**src/rtl/cnn_sdiv_seq_25s_10s.sv**
```systemverilog
// ============================================================================
// Module      : cnn_sdiv_seq_25s_10s
// Description : Sequential signed divider, 25-bit dividend / 10-bit divisor,
//               saturated 14-bit quotient. Optional macro CNN_SDIV_ROUND_EN
//               selects round-half-away-from-zero instead of truncation.
// Revision    : 1.0 - initial release
// ============================================================================
`default_nettype none

module cnn_sdiv_seq_25s_10s #(
    parameter int din0_WIDTH = 25,
    parameter int din1_WIDTH = 10,
    parameter int dout_WIDTH = 14
) (
    input  logic                         ap_clk,
    input  logic                         ap_rst_n,
    input  logic                         ap_start,
    input  logic signed [din0_WIDTH-1:0] din0,
    input  logic signed [din1_WIDTH-1:0] din1,
    output logic                         ap_ready,
    output logic                         ap_done,
    output logic                         ap_idle,
    output logic signed [dout_WIDTH-1:0] dout,
    output logic signed [din1_WIDTH-1:0] rem,
    output logic                         div_zero,
    output logic                         ovf
);

    localparam int C_CW = $clog2(din0_WIDTH + 1);
    localparam logic [C_CW-1:0]       C_LAST   = C_CW'(din0_WIDTH - 1);
    localparam logic [din0_WIDTH-1:0] C_ONE0   = {{(din0_WIDTH-1){1'b0}}, 1'b1};
    localparam logic [din1_WIDTH-1:0] C_ONE1   = {{(din1_WIDTH-1){1'b0}}, 1'b1};
    localparam logic [dout_WIDTH-1:0] C_ONED   = {{(dout_WIDTH-1){1'b0}}, 1'b1};
    localparam logic [din0_WIDTH:0]   C_POS_LIM = {{(din0_WIDTH-dout_WIDTH+2){1'b0}}, {(dout_WIDTH-1){1'b1}}};
    localparam logic [din0_WIDTH:0]   C_NEG_LIM = {{(din0_WIDTH-dout_WIDTH+1){1'b0}}, 1'b1, {(dout_WIDTH-1){1'b0}}};
    localparam logic [dout_WIDTH-1:0] C_DMAX   = {1'b0, {(dout_WIDTH-1){1'b1}}};
    localparam logic [dout_WIDTH-1:0] C_DMIN   = {1'b1, {(dout_WIDTH-1){1'b0}}};

    typedef enum logic [1:0] {
        S_IDLE = 2'd0,
        S_CALC = 2'd1,
        S_FIX  = 2'd2,
        S_DONE = 2'd3
    } state_t;

    state_t                  r_state;
    logic [din0_WIDTH-1:0]   r_q;      // dividend bits shift out, quotient bits shift in
    logic [din1_WIDTH:0]     r_prem;
    logic [din1_WIDTH-1:0]   r_dmag;
    logic                    r_s0;
    logic                    r_s1;
    logic                    r_dz;
    logic [C_CW-1:0]         r_cnt;
    logic [dout_WIDTH-1:0]   r_dout;
    logic [din1_WIDTH-1:0]   r_rem;
    logic                    r_div_zero;
    logic                    r_ovf;

    logic [din0_WIDTH-1:0]   w_d0u;
    logic [din1_WIDTH-1:0]   w_d1u;
    logic [din0_WIDTH-1:0]   w_mag0;
    logic [din1_WIDTH-1:0]   w_mag1;
    logic [din1_WIDTH:0]     w_sh;
    logic [din1_WIDTH:0]     w_dext;
    logic                    w_ge;
    logic                    w_inc;
    logic [din0_WIDTH:0]     w_qr;
    logic                    w_neg;
    logic                    w_ovf;
    logic [dout_WIDTH-1:0]   w_qfix;
    logic [din1_WIDTH-1:0]   w_remfix;

    // Magnitudes are unsigned so that -2^24 and -512 stay representable
    assign w_d0u  = din0;
    assign w_d1u  = din1;
    assign w_mag0 = din0[din0_WIDTH-1] ? (~w_d0u + C_ONE0) : w_d0u;
    assign w_mag1 = din1[din1_WIDTH-1] ? (~w_d1u + C_ONE1) : w_d1u;

    assign w_sh   = {r_prem[din1_WIDTH-1:0], r_q[din0_WIDTH-1]};
    assign w_dext = {1'b0, r_dmag};
    assign w_ge   = (w_sh >= w_dext);

`ifdef CNN_SDIV_ROUND_EN
    assign w_inc = ({r_prem[din1_WIDTH-1:0], 1'b0} >= w_dext);
`else
    assign w_inc = 1'b0;
`endif

    assign w_qr  = {1'b0, r_q} + {{din0_WIDTH{1'b0}}, w_inc};
    assign w_neg = r_s0 ^ r_s1;
    assign w_ovf = w_neg ? (w_qr > C_NEG_LIM) : (w_qr > C_POS_LIM);

    always_comb begin
        w_qfix   = '0;
        w_remfix = '0;
        if (r_dz) begin
            w_qfix = r_s0 ? C_DMIN : C_DMAX;
        end else if (w_ovf) begin
            w_qfix = w_neg ? C_DMIN : C_DMAX;
        end else begin
            w_qfix   = w_neg ? (~w_qr[dout_WIDTH-1:0] + C_ONED) : w_qr[dout_WIDTH-1:0];
            w_remfix = r_s0 ? (~r_prem[din1_WIDTH-1:0] + C_ONE1) : r_prem[din1_WIDTH-1:0];
        end
    end

    always_ff @(posedge ap_clk or negedge ap_rst_n) begin
        if (!ap_rst_n) begin
            r_state    <= S_IDLE;
            r_q        <= '0;
            r_prem     <= '0;
            r_dmag     <= '0;
            r_s0       <= 1'b0;
            r_s1       <= 1'b0;
            r_dz       <= 1'b0;
            r_cnt      <= '0;
            r_dout     <= '0;
            r_rem      <= '0;
            r_div_zero <= 1'b0;
            r_ovf      <= 1'b0;
        end else begin
            case (r_state)
                S_IDLE: begin
                    if (ap_start) begin
                        r_q     <= w_mag0;
                        r_prem  <= '0;
                        r_dmag  <= w_mag1;
                        r_s0    <= din0[din0_WIDTH-1];
                        r_s1    <= din1[din1_WIDTH-1];
                        r_dz    <= (din1 == '0);
                        r_cnt   <= '0;
                        r_state <= (din1 == '0) ? S_FIX : S_CALC;
                    end
                end
                S_CALC: begin
                    r_prem <= w_ge ? (w_sh - w_dext) : w_sh;
                    r_q    <= {r_q[din0_WIDTH-2:0], w_ge};
                    r_cnt  <= r_cnt + 1'b1;
                    if (r_cnt == C_LAST) begin
                        r_state <= S_FIX;
                    end
                end
                S_FIX: begin
                    r_dout     <= w_qfix;
                    r_rem      <= w_remfix;
                    r_div_zero <= r_dz;
                    r_ovf      <= r_dz ? 1'b0 : w_ovf;
                    r_state    <= S_DONE;
                end
                default: begin
                    r_state <= S_IDLE;
                end
            endcase
        end
    end

    assign ap_ready = (r_state == S_IDLE) && ap_start;
    assign ap_idle  = (r_state == S_IDLE);
    assign ap_done  = (r_state == S_DONE);
    assign dout     = r_dout;
    assign rem      = r_rem;
    assign div_zero = r_div_zero;
    assign ovf      = r_ovf;

endmodule

`default_nettype wire

```
**config.mk**
```make
export PLATFORM = sky130hd
export DESIGN_NAME = cnn_sdiv_seq_25s_10s
export DESIGN_NICKNAME = d
export VERILOG_FILES = /design/src/rtl/cnn_sdiv_seq_25s_10s.sv
export SDC_FILE = /design/constraint.sdc
export NUM_CORES = 1
export LEC_CHECK = 0
export ABC_AREA = 1
export BUFFER_PORTS_ARGS = -buffer_cell sky130_fd_sc_hd__buf_2
export CAP_MARGIN = 20
export CORE_ASPECT_RATIO = 0.9
export CORE_MARGIN = 1
export CORE_UTILIZATION = 50
export DETAILED_ROUTE_END_ITERATION = 7
export PLACE_DENSITY = 0.7
export SLEW_MARGIN = 30
export SYNTH_ARGS = -nofsm -noshare
export SYNTH_HDL_FRONTEND = slang
export SYNTH_SLANG_ARGS = --single-unit
```
**constraint.sdc**
```tcl
create_clock -name ap_clk -period 2.15 [get_ports ap_clk]
set_input_delay 0.215 -clock ap_clk [delete_from_list [all_inputs] [get_ports ap_clk]]
set_output_delay 0.215 -clock ap_clk [all_outputs]
set_load 0.1 [all_outputs]
```
# [After elaboration in Yosys (flattened, before gate mapping)]
# Index checks and enable logic that the tools add are counted.
[word_totals] elab_cells=62 in_bits=38 ff_bits=81 out_inout_bits=29
[classes] addsub=6 n_bitwise=5 mux=23 order_cmp=3 eq_ne=6 n_reduce_logical=7
[op_table] op="$mux 14" n=5
[op_table] op="$mux 10" n=6
[op_table] op="$mux 25" n=2
[op_table] op="$pmux 25 s2" n=1
[op_table] op="$add 25x1->25 const B" n=1
[op_table] op="$gt 25x13->1 const B" n=1
[op_table] op="$gt 25x14->1 const B" n=1
[op_table] op="$not 25->25" n=1
[op_table] op="$add 10x1->10 const B" n=2
[op_table] op="$not 10->10" n=2
[op_table] op="$pmux 10 s2" n=1
[op_table] op="$add 14x1->14 const B" n=1
[op_table] op="$not 14->14" n=1
[op_table] op="$ge 11x10->1" n=1
[op_table] op="$logic_not 10->1" n=1
[op_table] op="$pmux 5 s2" n=1
[op_table] op="$sub 10x10->10" n=1
[op_table] op="$mux 2" n=3
[op_table] op="$pmux 2 s3" n=1
[op_table] op="$reduce_and 2->1" n=3
[op_table] op="$add 5x1->5 const B" n=1
[op_table] op="$eq 5x5->1 const B" n=1
[op_table] op="$mux 5" n=1
[op_table] op="$eq 2x2->1 const B" n=2
[op_table] op="7 further kinds" n=9

# [Depth between registers and ports, before layout]
# Gate-level depths: netlist of the first run.
[logic_depth] depth_word=5 ltp_mapped=13 ltp_nobuf=12

# [Worst setup path before layout of the first run]
# Ideal clock, no wire load.
[synth_path] kind="register -> register" startpoint="reg r_state[0]" endpoint="reg r_cnt[4]" setup_ns=0.124 stages_incl_launch_ff=13 n_path_buf=1 arrival_time_ns=2.719 period_less_slack_ns=2.843 setup_slack_ns=-0.693 required_ns=2.026 path_cell_list="dfrtp_1 inv_1 ha_1 nand2_2 inv_2 a21oi_1 inv_1 buf_2 nand2_1 nor2_1 nand2_1 o22ai_1 a21oi_1"
[synth_between] elab_chain_len=3 elab_cells_between_ends=6 classes_between="eq/ne: 2; mux: 1; reduce/logical: 3"
[synth_lines] element="start, declared" line="46" text="state_t r_state;"
[synth_lines] element="start signal, assigned" line="131" text="r_state <= (din1 == '0) ? S_FIX : S_CALC;"
[synth_lines] element="$logic_not 2->1 *"
[synth_lines] element="named net ap_idle" line="22" text="output logic ap_idle,"
[synth_lines] element="$ne 2x2->1 (no line) / $reduce_bool 2->1 (equally long branches)"
[synth_lines] element="$reduce_and 2->1 (no line)"
[synth_lines] element="end signal, assigned" line="137" text="r_cnt <= r_cnt + 1'b1;"
[synth_lines] element="end, declared" line="53" text="logic [C_CW-1:0] r_cnt;"
# Mark *: on every way through the listed nets, which the timed path passes. The rest lies on a longest branch.
# A chain may end at the register's enable or synchronous reset.

# [Worst setup path in the final report of the first run]
[layout_path] startpoint="reg r_prem[4]" endpoint="reg r_prem[9]"
[layout_between] elab_chain_len=3 elab_cells_between_ends=4 classes_between="add/sub: 1; order compare: 1; mux: 2"
[layout_lines] element="start, declared" line="48" text="logic [din1_WIDTH:0] r_prem;"
[layout_lines] element="start signal, assigned" line="135" text="r_prem <= w_ge ? (w_sh - w_dext) : w_sh;"
[layout_lines] element="$sub 10x10->10 / $ge 11x10->1 (equally long branches)" line="135, 81"
[layout_lines] element="$mux 10 *" line="135"
[layout_lines] element="$pmux 10 s2 *" line="121" text="case (r_state)"
# Every way passes the cells marked *; elsewhere a longest branch is shown, timed or not.

==> summary.txt, run 1 <==
Outcome
  • Run status: complete, no violations

Place
  • Port bufs: 66
  • Placement Cell Area: around 0.0064 mm^2
  • Final Wtd Congestion: 0.858
  • Total half-perimeter wirelength after legalization and detailed placement: between 10000 and 15000 um

Setup path
  • Largest stage delay, worst path: between 0.4 and 0.5 ns
  • Maximum fanout count along the critical path: 9
  • Required time reported for the critical path endpoint: approximately 2.4 ns
  • Critical-path cell with the highest stage delay: dfrtp_1
  • Cell breakdown of the critical path: ha_1 > nand2_1 > inv_1 > a21oi_1 > nand2_1 > nand2_1 > buf_4 > nand3_1 > nand2_1 > clkinv_1 > nand2_1 > nand2_1
  • WP data arrival: 2.17 ns
  • Start-to-end type of the worst setup path: flip-flop to flip-flop
  • Critical Path Source Type: flip-flop
  • Type of element capturing the critical path: flip-flop
  • Top cell by count, worst path: nand2_1

Yosys
  • Number of storage elements in the synthesis netlist: 81
  • Share of flip-flops with an asynchronous set or reset: 100%
  • Synthesized netlist cell count: 904
  • Syn avg cell area: 6.50 um^2
  • Synth warn: 0
  • Most frequently used flop master after synthesis: dfrtp_1
  • Sequential element share of the synthesized area: 34.5%
  • Synth unique cells: 39
  • Count of flip-flops with a built-in enable after synthesis: 0
  • Netlist area before placement: 0.00588 mm^2
  • Synth Net Count: 965

Global routing
  • Total global-route track usage: 25.2%
  • Via count of the first global-routing pass: around 5300
  • First-pass GRT wire length: between 20000 and 25000 um
  • Pin count of the biggest net entering global routing: 82
  • Initial antenna violation count: 0
  • Total gr overflow: 0

Floorplanning
  • Die height: around 100 um
  • Initial Util: between 50% and 60%
  • Core region area: approximately 0.011 mm^2
  • Placement row count: 37
  • Floorplan die area: 0.0122 mm^2
  • DIE WIDTH: 116 um
  • Top Ports: 67

Run
  • Max-cap violation count: 0

Route
  • DR DRC count: 0
  • Detailed-route via count: 5696
  • Post-detailed-route count of antenna-violating nets: 0
  • Violation count after the first detailed-route iteration: 362
  • Iteration count of the initial detailed-routing pass: 5
  • Routed wire length: 14200 um
  • Final routed wire length divided by cell count: 12.6 um
  • Vias per cell: 5.05

Timing
  • Final Hold Viols: 0
  • Transition at the pin with the smallest max-transition slack: 0.495 ns
  • Number of pins exceeding their max-slew limit in the final report: 0
  • RSZ-0062 raised after global routing: no
  • Setup TNS: 0 ns
  • Final Skew: slightly above 0.01 ns
  • Minimum clock period: around 1.9 ns
  • Max-Slew Margin vs Limit: between 60 and 70%
  • Final clock period utilization by the worst path: between 90% and 100%
  • Highest clock rate: 0.516 GHz
  • Number of endpoints failing setup at the final stage: 0

Clock tree
  • Maximum buffer depth of the clock tree: 2
  • Clock insertion delay at the later pin of the skew report: 0.34 ns
  • H-tree lvl count: 3
  • Clock-pin slew on the worst setup and hold paths: 0.06 ns
  • Number of buffers created by CTS: 9
  • Buffer type at the clock tree root: clkbuf_16
  • Clock tree sinks: between 80 and 90
  • CTS tree: done
  • Buffer count from post-CTS setup fixing: 0

Layout
  • Net count, final: 1029
  • Commonest non-fill, non-tap cell in the layout: nand2_1
  • Footprint of the flip-flops and latches: between 0.002 and 0.0025 mm^2
  • Antenna cells: 0
  • Area used by multi-input combinational logic: between 0.003 and 0.004 mm^2
  • Number of fill cells: 1162
  • Finished layout cell area: 0.00676 mm^2
  • Layout cell share with drive strength beyond 1: 12.7%
  • Most frequent cells in the layout: 288 x nand2_1, 107 x inv_1, 85 x nor2_1, 81 x dfrtp_1, 72 x nand3_1
  • Signed area change from the synthesized netlist to the final layout: 15.1%

Hold path
  • Worst min path class: input port to flip-flop
-- stage by stage --
step	hold WS, ns	setup WS (ns)	cells	util (%)
after CTS	0.0977	0.153	1129	59.1
after global routing	0.105	0.0194	1129	59.1
after detailed placement	0.278	0.160	1112	56.3
final	0.104	0.214	1129	59.1
after global placement	0.278	0.223	1112	56.3
after floorplan	-0.0806	0.00137	904	-
-- sequential cells by signal, summed over array words and instances (netlist names) --
register,count
r_state,2
r_dmag,10
r_dz,1
r_s0,1
ovf,1
dout,14
r_prem,10
r_q,25
div_zero,1
r_s1,1
r_cnt,5
rem,10
-- cells by family after synthesis --
group           synth area share, %
fa+ha+maj                      5.02
simple gates                   34.0
buf+inv                        10.4
flops                          34.5
compound gates                 13.1
xor+xnor                       2.98
-- cell usage after synthesis, types with 2 or more instances --
cell / instances / area share (%)
inv_2: 13 / 0.83
inv_1: 107 / 6.8
nor2_2: 2 / 0.21
xor2_1: 16 / 2.4
nand2_1: 289 / 18
nor2_1: 85 / 5.4
nor3_1: 7 / 0.60
o211ai_1: 3 / 0.38
o21ai_0: 61 / 5.2
o21ai_1: 19 / 1.6
buf_6: 3 / 0.57
o21bai_1: 2 / 0.26
dfrtp_1: 81 / 34
clkbuf_1: 12 / 0.77
buf_2: 11 / 0.94
nand2_2: 4 / 0.43
o22ai_1: 3 / 0.32
ha_1: 22 / 4.7
a21oi_1: 51 / 4.3
nand3_1: 72 / 6.1
xnor2_1: 4 / 0.60
buf_4: 2 / 0.26
nand4_1: 19 / 2.0
-- layer usage --
| metal | track usage (%) | part of all wire, % | vias up |
|---|---|---|---|
| li1 | - | - | 3014 |
| met2 | 39.0 | 44 | 99 |
| met1 | 36.5 | 52 | 2571 |
| met3 | 4.81 | 3.9 | 12 |
| met4 | 4.76 | 0.82 | 0 |
| met5 | 0 | 0 | - |
-- worst max-delay path: cells and delay by family (launching register included) --
kind	cells	cell delay [ns]
buffers and inverters	3	0.28
flip-flops	1	0.44
AO/OA/AOI/OAI	1	0.18
AND/OR/NAND/NOR	7	0.56
adder cells (fa/ha/maj)	1	0.36
-- worst paths after layout --
| path | end | from | cells past startpoint | slack, ns |
|---|---|---|---|---|
| setup / recovery | r_prem[9] | r_prem[4] | 12 | 0.21 |
| hold / removal | r_dmag[9] | din1[7] | 2 | 0.10 |
| setup reg to reg | r_prem[9] | r_prem[4] | 12 | 0.21 |
| hold reg to reg | ovf | ovf | 2 | 0.47 |
| max in group asynchronous | r_prem[1] | ap_rst_n | 3 | 1.36 |
| min in group asynchronous | r_q[5] | ap_rst_n | 3 | 0.43 |
-- area by class of cell --
cell class,instances,share of cell area [%]
Clock buffer,11,3.74
Clock inverter,5,0.888
Inverter,121,6.75
Multi-Input combinational cell,672,48.2
Sequential cell,81,30.0
Tap cell,156,2.89
Timing Repair Buffer,83,7.59
-- what timing repair did --
action	CTS	global route
endpoints found under the hold margin	81	0
hold buffers	1	0
resized for setup	0	1
setup endpoints to repair	0	11
Power of run 1 is not shown: default switching activity piles up to over one toggle a cycle in this logic, so the estimate is an artifact.
==> run 2, diff against run 1 <==
--- a/config.mk
+++ b/config.mk
@@ -13,6 +13,7 @@
 export CORE_UTILIZATION = 50
 export DETAILED_ROUTE_END_ITERATION = 7
 export PLACE_DENSITY = 0.7
+export RECOVER_POWER = 25
 export SLEW_MARGIN = 30
 export SYNTH_ARGS = -nofsm -noshare
 export SYNTH_HDL_FRONTEND = slang
==> run 2 against run 1 <==
Clock skew about the same. Cell area decreased by 0.19%. Sequential cell count unchanged. Utilization decreased by 0.11 points. Non-clock buffer count unchanged. Sequential share of layout area rose by 0.056 points. Worst setup slack unchanged. Critical path depth unchanged. Routed wire length grew 0.15%.
==> summary.txt, run 2 (same netlist as run 1, synthesis figures left out) <==
Route
  • Routed wire length: between 10000 and 15000 um
  • Post-detailed-route count of antenna-violating nets: 0
  • Iteration count of the initial detailed-routing pass: 6
  • Final routed wire length divided by cell count: 12.6 um
  • Detailed-route via count: 5713
  • DR DRC count: 0
  • Violation count after the first detailed-route iteration: between 300 and 400
  • Vias per cell: a little over 5

Timing
  • Highest clock rate: between 0.5 and 0.6 GHz
  • Max-Slew Margin vs Limit: 26.0%
  • Number of pins exceeding their max-slew limit in the final report: 0
  • Setup TNS: 0 ns
  • Minimum clock period: 1.94 ns
  • Final Hold Viols: 0
  • Hold slack final: approximately 0.10 ns
  • Number of endpoints failing setup at the final stage: 0
  • Final clock period utilization by the worst path: 90.1%
  • Transition at the pin with the smallest max-transition slack: 1.11 ns
  • Final Skew: ~0.010 ns
  • Post-route worst setup slack: 0.214 ns
  • RSZ-0062 raised after global routing: no

Setup path
  • Start-to-end type of the worst setup path: flip-flop to flip-flop
  • Worst reg-to-reg setup slack: about 0.21 ns
  • Required time reported for the critical path endpoint: 2.38 ns
  • Largest stage delay, worst path: 0.44 ns
  • Maximum fanout count along the critical path: 9
  • Top cell by count, worst path: nand2_1
  • WP data arrival: 2.17 ns
  • Combined buffer and inverter count along the critical path: 3
  • Cell breakdown of the critical path: ha_1 > nand2_1 > inv_1 > a21oi_1 > nand2_1 > nand2_1 > buf_4 > nand3_1 > nand2_1 > clkinv_1 > nand2_1 > nand2_1
  • Critical-path cell with the highest stage delay: dfrtp_1
  • Kind of cell adding the most delay to the critical path: simple AND/OR/NAND/NOR gates
  • Worst path depth: 12
  • Critical Path Source Type: flip-flop
  • Type of element capturing the critical path: flip-flop
  • R2r worst-path depth: 12

Floorplanning
  • Core region area: 0.0114 mm^2
  • Placement row count: 37
  • Die height: 105 um
  • Initial Util: 51.4%
  • Floorplan die area: 0.0122 mm^2
  • Top Ports: 67
  • DIE WIDTH: 116 um

Place
  • Port bufs: 66
  • Final Wtd Congestion: 0.858
  • Total half-perimeter wirelength after legalization and detailed placement: approximately 11000 um
  • DP Worst Slack: 0.160 ns

Global routing
  • Initial antenna violation count: 0
  • Total global-route track usage: between 20% and 30%
  • Total gr overflow: 0
  • Via count of the first global-routing pass: ~5300
  • First-pass GRT wire length: 24400 um
  • Pin count of the biggest net entering global routing: 82

Clock tree
  • CTS tree: done
  • Clock-pin slew on the worst setup and hold paths: ~0.060 ns
  • Number of buffers created by CTS: 9
  • Clock insertion delay at the later pin of the skew report: 0.34 ns
  • Buffer type at the clock tree root: clkbuf_16
  • Maximum buffer depth of the clock tree: 2
  • Clock tree sinks: 81
  • H-tree lvl count: 3

Layout
  • Area used by multi-input combinational logic: roughly 0.0033 mm^2
  • Utilization after layout: 59.0%
  • Reg with most FFs: r_q
  • Commonest non-fill, non-tap cell in the layout: nand2_1
  • Net count, final: slightly above 1000
  • Antenna cells: 0
  • Most frequent cells in the layout: 288 x nand2_1, 107 x inv_1, 85 x nor2_1, 81 x dfrtp_1, 72 x nand3_1
  • Footprint of the flip-flops and latches: about 0.0020 mm^2
  • Max reg flops: 25
  • Layout cell share with drive strength beyond 1: 12.7%
  • Signed area change from the synthesized netlist to the final layout: 14.8%
  • Number of fill cells: 1164

Hold path
  • Worst min path class: input port to flip-flop
  • Worst Hold Path Cells: 2

Outcome
  • Run status: complete, no violations

Run
  • Max-cap violation count: 0
[run 2: cell types whose count changed in the layout (fill, tap and decap cells not counted), sizes merged]
cell / previous run / this run
clkbuf: 11 / 13
buf: 82 / 80
[run 2: path summary, 6_finish.rpt]
check	from	to
worst min-delay path	din1[7]	r_dmag[9]
worst max register to register	r_prem[4]	r_prem[9]
min in group asynchronous	ap_rst_n	r_q[5]
worst max-delay path	r_prem[4]	r_prem[9]
max in group asynchronous	ap_rst_n	r_prem[1]
worst min register to register	ovf	ovf
[run 2: through the flow]
step | cell area [um^2] | std cells
global route | 6750 | 1129
global placement | 6440 | 1112
floorplan | 5890 | 904
detailed placement | 6440 | 1112
CTS | 6760 | 1129
finish | 6750 | 1129
[run 2: cell type report]
class,count,share of cell area [%]
clock buffer,11,3.74
sequential,81,30.0
inverter,121,6.77
timing repair buffer,83,7.42
multi-input combinational,672,48.3
tap,156,2.89
clock inverter,5,0.890
[run 2: timing repair]
| action | CTS | global route |
|---|---|---|
| hold buffers | 1 | 0 |
| buffers inserted | 0 | 0 |
| setup endpoints to repair | 0 | 11 |
| gates resized for setup | 0 | 1 |
| endpoints found under the hold margin | 81 | 0 |
[run 2: worst reg2reg max path: cells and delay by family (launching register included)]
family	cells	cell delay [ns]
AND/OR/NAND/NOR	7	0.57
buffers and inverters	3	0.28
AO/OA/AOI/OAI	1	0.18
flip-flops	1	0.44
adder cells (fa/ha/maj)	1	0.36
[run 2: layer usage]
| layer | up-vias | part of all wire, % | track usage [%] |
|---|---|---|---|
| met5 | - | 0 | 0 |
| met4 | 0 | 0.82 | 4.76 |
| met3 | 14 | 4.3 | 4.81 |
| met2 | 113 | 44 | 39.0 |
| met1 | 2572 | 51 | 36.5 |
| li1 | 3014 | - | - |
Power of run 2 is left out for the same reason.
==> run 3, diff against run 2 <==
--- a/config.mk
+++ b/config.mk
@@ -9,10 +9,10 @@
 export BUFFER_PORTS_ARGS = -buffer_cell sky130_fd_sc_hd__buf_2
 export CAP_MARGIN = 20
 export CORE_ASPECT_RATIO = 0.9
-export CORE_MARGIN = 1
-export CORE_UTILIZATION = 50
+export CORE_MARGIN = 2
+export CORE_UTILIZATION = 55
 export DETAILED_ROUTE_END_ITERATION = 7
-export PLACE_DENSITY = 0.7
+export PLACE_DENSITY = 0.76
 export RECOVER_POWER = 25
 export SLEW_MARGIN = 30
 export SYNTH_ARGS = -nofsm -noshare
==> run 3 against run 2 <==
The flow now finishes with violations (DRC). Count of clock-buffer cells in the layout fell by 2. Die area decreased by 5.4%. Global-route usage rose by 1.1 points. Fmax fell by 1.1%. Cell count shrank 1.9%. Highest routed layer unchanged. Register-to-register slack lost 0.02 ns. Sequential share of layout area about the same.
==> summary.txt, run 3 (same netlist as run 1, synthesis figures left out) <==
Clock tree
  • H-tree lvl count: 3
  • Buffer type at the clock tree root: clkbuf_16
  • Clock insertion delay at the later pin of the skew report: approximately 0.34 ns
  • Maximum buffer depth of the clock tree: 2
  • Number of buffers created by CTS: 9
  • Clock-pin slew on the worst setup and hold paths: about 0.070 ns
  • CTS tree: done
  • Clock tree sinks: 81

Route
  • Post-detailed-route count of antenna-violating nets: 0
  • DR DRC count: 6
  • Detailed-route via count: 5870
  • Vias per cell: roughly 5.3
  • Final routed wire length divided by cell count: 13.1 um
  • Routed wire length: roughly 14000 um
  • Iteration count of the initial detailed-routing pass: 7
  • Violation count after the first detailed-route iteration: 453

Floorplanning
  • Placement row count: 35
  • Die height: 102 um
  • Top Ports: 67
  • Floorplan die area: about 0.012 mm^2
  • DIE WIDTH: 113 um
  • Core region area: 0.0103 mm^2
  • Initial Util: 56.9%

Global routing
  • Grt peak-use layer: met2
  • M2 GR Usage: 41.7%
  • Initial antenna violation count: 0
  • First-pass GRT wire length: 24600 um
  • Met1 Usage GRT: 37.7%
  • Pin count of the biggest net entering global routing: 57
  • Total gr overflow: 0
  • Via count of the first global-routing pass: 5336
  • Total global-route track usage: 26.3%
  • Met3 Usage GRT: 4.57%

Setup path
  • WP data arrival: 2.19 ns
  • Start-to-end type of the worst setup path: flip-flop to flip-flop
  • Largest stage delay, worst path: between 0.4 and 0.5 ns
  • Type of element capturing the critical path: flip-flop
  • Launch point of the worst reg-to-reg path: r_prem[3]
  • Critical Path Source Type: flip-flop
  • Top cell by count, worst path: nand2_1
  • Cell breakdown of the critical path: ha_1 > nand2_1 > nor2_1 > nand4_1 > nand2_1 > inv_2 > nand2_2 > buf_4 > nand2_1 > nand3_1 > o21ai_1
  • Combined buffer and inverter count along the critical path: 2
  • Worst reg-to-reg setup slack: 0.19 ns
  • Maximum fanout count along the critical path: 11
  • Critical-path cell with the highest stage delay: dfrtp_1
  • Kind of cell adding the most delay to the critical path: simple AND/OR/NAND/NOR gates
  • Timing startpoint of the critical path: r_prem[3]
  • Required time reported for the critical path endpoint: 2.38 ns

Outcome
  • Failing checks: DRC
  • Run status: complete, but fails checks

Place
  • Total half-perimeter wirelength after legalization and detailed placement: 10800 um
  • Placed Cells incl. Taps: 1089
  • DP Worst Slack: around 0.16 ns
  • Port bufs: 66
  • Final Wtd Congestion: 0.911

Layout
  • Signed area change from the synthesized netlist to the final layout: 14.9%
  • Max reg flops: 25
  • Layout cell share with drive strength beyond 1: 13.3%
  • Reg with most FFs: r_q
  • Net count, final: around 1000
  • Most frequent cells in the layout: 288 x nand2_1, 107 x inv_1, 85 x nor2_1, 81 x dfrtp_1, 72 x nand3_1
  • Commonest non-fill, non-tap cell in the layout: nand2_1
  • Antenna cells: 0
  • Post-Layout Cell Count: about 1100

Timing
  • Highest clock rate: 0.510 GHz
  • Final clock period utilization by the worst path: 91.1%
  • Max-Slew Margin vs Limit: 3.82%
  • Hold slack final: 0.107 ns
  • Final Hold Viols: 0
  • Minimum clock period: 1.96 ns
  • Post-route worst setup slack: 0.191 ns
  • Transition at the pin with the smallest max-transition slack: 1.44 ns
  • Number of endpoints failing setup at the final stage: 0
  • Final Skew: around 0.012 ns
  • Number of pins exceeding their max-slew limit in the final report: 0

Hold path
  • Worst min path class: input port to flip-flop
  • Startpoint of the most critical hold path: din1[7]

Run
  • Max-cap violation count: 0
run 3: layer usage:
| layer | part of all wire (%) | vias up | wire length (um) |
|---|---|---|---|
| met1 | 49 | 2651 | 7170 |
| met5 | 0 | - | 0 |
| met2 | 44 | 167 | 6400 |
| li1 | - | 3034 | - |
| met4 | 1.2 | 0 | 172 |
| met3 | 5.1 | 18 | 742 |
run 3: area by class of cell:
| class | count | area [um^2] |
|---|---|---|
| inverter | 121 | 457 |
| sequential | 81 | 2030 |
| timing repair buffer | 87 | 502 |
| tap | 129 | 161 |
| multi-input combinational | 673 | 3290 |
| fill | 954 | 3580 |
| clock inverter | 7 | 87.6 |
| clock buffer | 9 | 225 |
run 3: stage by stage:
step | area [um^2] | utilization (%) | TNS [ns]
final | 6750 | 65.3 | 0
after global routing | 6750 | 65.3 | -0.00707
after CTS | 6720 | 65.0 | 0
after detailed placement | 6390 | 61.9 | 0
after global placement | 6390 | 61.9 | 0
after floorplan | 5890 | - | 0
run 3: worst paths after layout:
path / depth (start not counted) / to
max in group asynchronous: 3 / r_s1
max reg2reg: 11 / r_prem[1]
min: 2 / r_dmag[9]
max: 11 / r_prem[1]
min in group asynchronous: 2 / r_q[18]
min reg2reg: 2 / rem[4]
run 3: what timing repair did:
| item | CTS | global route |
|---|---|---|
| setup endpoints to repair | 0 | 27 |
| buffers inserted | 0 | 0 |
| resized for setup | 0 | 3 |
| hold buffers | 1 | 0 |
| hold endpoints to repair | 25 | 0 |
Power of run 3 is left out for the same reason.
